===== config.mk =====
export PLATFORM = sky130hd
export DESIGN_NAME = sync_fifo_core
export DESIGN_NICKNAME = d
export VERILOG_FILES = /design/src/rtl/sync_fifo_core_pkg.sv /design/src/rtl/sync_fifo_mem.sv /design/src/rtl/sync_fifo_core.sv
export SDC_FILE = /design/constraint.sdc
export NUM_CORES = 1
export LEC_CHECK = 0
export ABC_AREA = 1
export BUFFER_PORTS_ARGS = -buffer_cell sky130_fd_sc_hd__clkbuf_2
export CELL_PAD_IN_SITES_DETAIL_PLACEMENT = 0
export CELL_PAD_IN_SITES_GLOBAL_PLACEMENT = 1
export CORE_ASPECT_RATIO = 0.75
export CORE_MARGIN = 3
export CORE_UTILIZATION = 40
export CTS_CLUSTER_SIZE = 16
export DETAILED_ROUTE_END_ITERATION = 16
export HOLD_SLACK_MARGIN = 0.1
export PLACE_DENSITY_LB_ADDON = 0.1
export SYNTH_ARGS = -nofsm -noshare
export SYNTH_HDL_FRONTEND = slang
export SYNTH_SLANG_ARGS = --single-unit
export TNS_END_PERCENT = 30

===== constraint.sdc =====
create_clock -name fifo_clk -period 4.4 [get_ports fifo_clk]
set_input_delay 0.22 -clock fifo_clk [delete_from_list [all_inputs] [get_ports fifo_clk]]
set_output_delay 0.22 -clock fifo_clk [all_outputs]
set_load 0.05 [all_outputs]

===== src/rtl/sync_fifo_core_pkg.sv =====
// sync_fifo_core_pkg: operation encoding shared by the FIFO core
package sync_fifo_core_pkg;
  typedef enum logic [1:0] {
    OP_IDLE = 2'b00,
    OP_WR   = 2'b01,
    OP_RD   = 2'b10,
    OP_BOTH = 2'b11
  } fifo_op_e;
  function automatic fifo_op_e fifo_op(input logic wr, input logic rd);
    return fifo_op_e'({rd, wr});
  endfunction
endpackage


===== src/rtl/sync_fifo_mem.sv =====
// sync_fifo_mem: storage array with one write port and one registered read port
module sync_fifo_mem #(
  parameter int ADDR_W = 4,
  parameter int DATA_W = 8,
  parameter int DEPTH  = 16
) (
  input  logic              clk_i,
  input  logic              rst_ni,
  input  logic              we_i,
  input  logic [ADDR_W-1:0] waddr_i,
  input  logic [DATA_W-1:0] wdata_i,
  input  logic              re_i,
  input  logic [ADDR_W-1:0] raddr_i,
  output logic [DATA_W-1:0] rdata_o
);
  logic [DATA_W-1:0] mem_q [DEPTH];
  logic [DATA_W-1:0] rdata_q;
  // storage is never reset; only written entries are ever read back
  always_ff @(posedge clk_i) if (we_i) mem_q[waddr_i] <= wdata_i;
  // read register holds its value whenever no read is accepted
  always_ff @(posedge clk_i or negedge rst_ni)
    if (!rst_ni) rdata_q <= '0;
    else if (re_i) rdata_q <= mem_q[raddr_i];
  assign rdata_o = rdata_q;
endmodule


===== src/rtl/sync_fifo_core.sv =====
// sync_fifo_core: single-clock FIFO with registered read data, flags and counters
module sync_fifo_core
  import sync_fifo_core_pkg::*;
#(
  parameter int FIFO_PTR   = 4,
  parameter int FIFO_WIDTH = 8,
  parameter int FIFO_DEPTH = 16
) (
  input  logic                  fifo_clk,
  input  logic                  fifo_rstb,
  input  logic                  fifo_wren,
  input  logic [FIFO_WIDTH-1:0] fifo_wrdata,
  input  logic                  fifo_rden,
  output logic [FIFO_WIDTH-1:0] fifo_rddata,
  output logic                  fifo_full,
  output logic                  fifo_empty,
  output logic [FIFO_PTR:0]     fifo_room_avail,
  output logic [FIFO_PTR:0]     fifo_data_avail
);
  localparam logic [FIFO_PTR:0]   DEPTH_C = (FIFO_PTR+1)'(FIFO_DEPTH);
  localparam logic [FIFO_PTR:0]   CNT_ONE = (FIFO_PTR+1)'(1);
  localparam logic [FIFO_PTR-1:0] PTR_ONE = FIFO_PTR'(1);
  if (FIFO_DEPTH != 2**FIFO_PTR) begin : g_depth_chk
    $error("sync_fifo_core: FIFO_DEPTH must equal 2**FIFO_PTR");
  end
  logic [FIFO_PTR-1:0] wr_ptr_q, wr_ptr_d, rd_ptr_q, rd_ptr_d;
  logic [FIFO_PTR:0]   count_q, count_d, room_q, room_d;
  logic                full_q, full_d, empty_q, empty_d;
  logic                wr_acc, rd_acc;
  fifo_op_e            op;
  // flags come from registers, so acceptance never depends on same-cycle outputs
  assign wr_acc = fifo_wren && !full_q;
  assign rd_acc = fifo_rden && !empty_q;
  // next-state: pointers advance per accepted op, flags derive from the next count
  always_comb begin
    op       = fifo_op(wr_acc, rd_acc);
    wr_ptr_d = wr_acc ? wr_ptr_q + PTR_ONE : wr_ptr_q;
    rd_ptr_d = rd_acc ? rd_ptr_q + PTR_ONE : rd_ptr_q;
    count_d  = (op == OP_WR) ? count_q + CNT_ONE : (op == OP_RD) ? count_q - CNT_ONE : count_q;
    room_d   = DEPTH_C - count_d;
    full_d   = count_d == DEPTH_C;
    empty_d  = count_d == '0;
  end
  // state and output registers; reset discards all contents at once
  always_ff @(posedge fifo_clk or negedge fifo_rstb)
    if (!fifo_rstb) begin
      wr_ptr_q <= '0;
      rd_ptr_q <= '0;
      count_q  <= '0;
      room_q   <= DEPTH_C;
      full_q   <= 1'b0;
      empty_q  <= 1'b1;
    end else begin
      wr_ptr_q <= wr_ptr_d;
      rd_ptr_q <= rd_ptr_d;
      count_q  <= count_d;
      room_q   <= room_d;
      full_q   <= full_d;
      empty_q  <= empty_d;
    end
  sync_fifo_mem #(
    .ADDR_W(FIFO_PTR),
    .DATA_W(FIFO_WIDTH),
    .DEPTH (FIFO_DEPTH)
  ) u_mem (
    .clk_i  (fifo_clk),
    .rst_ni (fifo_rstb),
    .we_i   (wr_acc),
    .waddr_i(wr_ptr_q),
    .wdata_i(fifo_wrdata),
    .re_i   (rd_acc),
    .raddr_i(rd_ptr_q),
    .rdata_o(fifo_rddata)
  );
  assign fifo_full       = full_q;
  assign fifo_empty      = empty_q;
  assign fifo_room_avail = room_q;
  assign fifo_data_avail = count_q;
endmodule


After elaboration in Yosys (flattened, before gate mapping)
Memories as Yosys holds them, arrays and structs flattened. A register that Yosys moved wholly into a read port is not among the register bits.
Cells that the tools add are included.

storage, ports and cells
  register bits after elaboration = 20
  memory bits (writable) = 128
  input port bits = 12
  output and inout port bits = 20
  memories kept = 1

cells by class
  add/subtract/negate cells = 5
  eq/ne operators = 3
  muxes and demuxes = 4
  reduce and logical (&&, ||, !) cells = 6

memories
  name         depth  bits a word  rd ports  clocked after memory_dff  wr ports  line                 source
  u_mem.mem_q  16     8            1         1                         1         sync_fifo_mem.sv:16  logic [DATA_W-1:0] mem_q [DEPTH];

operators by type and width
  operator               number
  $mux W5                2
  $add A4 B1 Y4 const B  2
  $add A5 B1 Y5 const B  1
  $eq A5 B5 Y1 const B   1
  $logic_not A5 Y1       1
  $sub A5 B1 Y5 const B  1
  $sub A5 B5 Y5 const A  1
  $logic_not A1 Y1       3
  $eq A2 B1 Y1 const B   1
  $eq A2 B2 Y1 const B   1
  $logic_and A1 B1 Y1    2
  $mux W1                2

Logic depth before layout (Yosys ltp)
  depth after elaboration = 6
  depth in mapped cells = 12
  mapped depth without buffers = 12

Modules after synthesis
From an unflattened synthesis, not the netlist that was laid out.

unflattened totals
  cell total of the unflattened synthesis = 591
  area total of the unflattened synthesis = 6612.6 µm²

by module, submodules not included
  module          times used  cells an instance  area an instance (µm²)
  sync_fifo_mem   1           483                5635.4
  sync_fifo_core  1           108                977.2

Least setup slack after synthesis
No wires, ideal clock.

  path kind = register -> register
  from = register fifo_room_avail[0] (netlist name)
  to = register room_q[4] (netlist: fifo_room_avail[4])
  setup time = 0.058 ns
  arrival = 2.060 ns
  data required time = 4.342 ns
  path slack = 2.281 ns
  cell stages (with the launch flop) = 13
  cells stage by stage = dfrtp_1 inv_1 ha_1 inv_1 nand2_1 nand2_1 nand2_1 inv_1 ha_1 inv_1 nor3_2 ha_1 inv_1

RTL lines
  element               line                  source
  to (signal assigned)  sync_fifo_core.sv:57  room_q <= room_d;
  to (decl)             sync_fifo_core.sv:27  logic [FIFO_PTR:0] count_q, count_d, room_q, room_d;

==> flow_metrics.tcl <==
set metrics [dict create \
    outcome "finished, final reports clean" \
    cellPowerDensity_nw_per_um2 724.9 \
    fin_nets 638 \
    wl_per_cell_um 19.15 \
    synth_edf_count 128 \
    grt_antenna_before_repair 1 \
    fin_skew_ns 0.005821 \
    setup.worst_path.class "flop to flop" \
    clkTransAtPathRegs_ns 0.06 \
    cts.path.max_buffers 2 \
    cts.sinks 155 \
    hold_path_end "wr_ptr_q[0]$_DFFE_PN0P_" \
    diodes 0 \
    grt_pass1_vias 4005 \
    drive_above_1_share 0.1192 \
    ys_warn_count 0 \
    track_usage 0.1848 \
    insertion_delay_ns 0.42 \
    drtAntennaViolNets 0 \
    tns_ns 0 \
    rows 39 \
    drv_slew 0 \
    worstHoldPathCells 3 \
    setup_ws_ns 2.087 \
    worstPathRequired_ns 4.71 \
    endpoint_kind "flop" \
    tightest_slew_ns 1.250 \
    setup_violations 0 \
    drt_iter0_markers 367 \
    dp_slack_ns 2.091 \
    start_util 0.4187 \
    grt.overflow.total 0 \
    crit_path_top_delay_cell "clkinv_1" \
    core_area_sq_um 15620 \
    dominantRegCellSynth "edfxtp_1" \
    dr.pass1.iters 5 \
    syn_to_final_growth_pct 12.59 \
    syn_nets 613 \
    synth_area_leaders "edfxtp_1 59%, nand2_1 13%, dfrtp_1 9.6%" \
    hold_buffers 1 \
    rr_startpoint "rd_ptr_q[2]$_DFFE_PN0P_" \
    io_pins 32 \
    placed_cell_area_sq_um 6778 \
    rsz0062_at_grt "no" \
    fp.dieW_um 153.6 \
    syn_area_per_cell_sq_um 11.06 \
    routed_wl_um 15970 \
    cp_max_fo 18 \
    hold_path.class "input port to flop" \
    leakagePower_uw 0.002976 \
    cts_tree "yes" \
    cp_common_cell "nand2_1" \
    ir_drop_v 0.0003365 \
    r2r_end "u_mem.rdata_o[1]$_DFFE_PN0P_" \
    route.detailed.drc 0 \
    ff2ff_path_depth 8 \
    gp_congestion 0.7574 \
    hpwl_um 9368 \
    ys_async_sr_fraction 0.1742 \
    fin_crit_sh 0.5257 \
    h-tree-depth 4 \
    regToRegSetupSlack_ns 2.09 \
    ys_types 22 \
    worstPathCellList "buf_4 -> clkinv_1 -> nand3_1 -> nand2_1 -> nand2_1 -> nand2_1 -> nand2_1 -> nand2_1" \
    min-delay-start "fifo_wren" \
    critPathLaunchType "flop" \
    ys_seq_area_frac 0.6917 \
    via_per_inst 5.100 \
    postLayoutCellArea_sq_um 7361 \
    cts-root-buf "clkbuf_16" \
    stdcell_count 834 \
    max_clock_freq_mhz 432.3 \
    dieArea_sq_um 17930 \
    vias 4253 \
    synth_seq_cells 155 \
    synth.most_common_cell "nand2_1" \
    synth_top_area_share 0.5879 \
    syn_inst 591 \
    cts-resized-gates 0 \
    numPortBuffers 31 \
    post-route-min-period_ns 2.313 \
    yosys-top-cells-count "226 x nand2_1, 128 x edfxtp_1, 105 x nand3_1, 25 x dfrtp_1, 21 x nor2_1" \
    netlist_area_sq_um 6538 \
    dp.cells 801 \
    grt_pass1_wl_um 24340 \
    postCtsSetupBuffers 0 \
    drv_cap 0 \
    critical_path_arrival_ns 2.62 \
    hold_violations 0 \
    dieHeight_um 116.7 \
    cts_inserted_buffers 17 \
    grt_max_degree 67 \
    slew_headroom 0.1668 \
    slowest_delay_ns 0.72 \
    synth_top_cell_by_area "edfxtp_1" \
]
==> placed cells by master (no fill, tap or decap), types with 6 or more instances in the layout <==
cell type / n
nand2_1: 226
edfxtp_1: 128
nand3_1: 105
clkbuf_2: 31
dfrtp_1: 24
nor2_1: 21
inv_1: 20
clkbuf_16: 18
ha_1: 10
xor2_1: 8
clkbuf_8: 6
==> flip-flops by register name (all words and copies together), names as in the netlist <==
name             flops
u_mem.mem_q        128
fifo_empty           1
fifo_room_avail      5
u_mem.rdata_o        8
rd_ptr_q             4
fifo_data_avail      4
wr_ptr_q             4
fifo_full            1
==> worst max-delay path by stage <==
stage / from / end / slack, ns / depth (start not counted)
3_3_place_gp: rd_ptr_q[2]$_DFFE_PN0P_ / u_mem.rdata_o[1]$_DFFE_PN0P_ / 2.15 / 8
6_report: rd_ptr_q[2]$_DFFE_PN0P_ / u_mem.rdata_o[1]$_DFFE_PN0P_ / 2.09 / 8
4_1_cts: rd_ptr_q[2]$_DFFE_PN0P_ / u_mem.rdata_o[1]$_DFFE_PN0P_ / 2.09 / 8
2_1_floorplan: fifo_room_avail[0]$_DFF_PN0_ / fifo_room_avail[4]$_DFF_PN1_ / 2.28 / 12
3_5_place_dp: rd_ptr_q[2]$_DFFE_PN0P_ / u_mem.rdata_o[1]$_DFFE_PN0P_ / 2.09 / 8
5_1_grt: rd_ptr_q[0]$_DFFE_PN0P_ / u_mem.rdata_o[1]$_DFFE_PN0P_ / 1.95 / 9
==> area by class of cell <==
type                       instances  area [sq um]
clock buffer                      27         544.3
clock inverter                     5         28.78
fill                            1454          8254
inverter                          26         97.59
multi-input combinational        381          1723
sequential                       155          4523
tap                              205         256.5
timing repair buffer              35         187.7
==> stage by stage <==
stage / total power [uW] / util / hold WS [ns]
3_5_place_dp: 3976 / 0.4341 / 0.3228
6_report: 5336 / 0.4714 / 0.2043
3_3_place_gp: 3960 / 0.4341 / 0.3167
2_1_floorplan: 3454 / - / -0.07559
5_1_grt: 5685 / 0.4714 / 0.2249
4_1_cts: 5379 / 0.4714 / 0.1961
==> metal layers <==
layer / global-route usage / vias up / part of all wire
met3: 0.04111 / 15 / 0.049
li1: - / 2043 / -
met5: 0 / - / 0
met4: 0.04529 / 0 / 0.0095
met2: 0.2674 / 111 / 0.42
met1: 0.2842 / 2084 / 0.52
==> logic make-up after synthesis <==
| kind of cell | Yosys count | share of synthesized area |
|---|---|---|
| adder cells (fa/ha/maj) | 10 | 0.01914 |
| flip-flops | 155 | 0.6917 |
| AO/OA/AOI/OAI | 2 | 0.001531 |
| XOR/XNOR | 8 | 0.01072 |
| AND/OR/NAND/NOR | 361 | 0.2322 |
| buffers and inverters | 55 | 0.04478 |
==> power by group <==
part,internal (uW),switching [uW]
registers,1840,127
logic,495,1470
clock network,844,561
==> critical path, delay by kind of cell, from the launching register on <==
kind,cells,cell delay (ns)
buf+inv,2,1.01
simple gates,6,0.84
flops,1,0.32
Note: power is estimated with default switching activity, not from simulation.
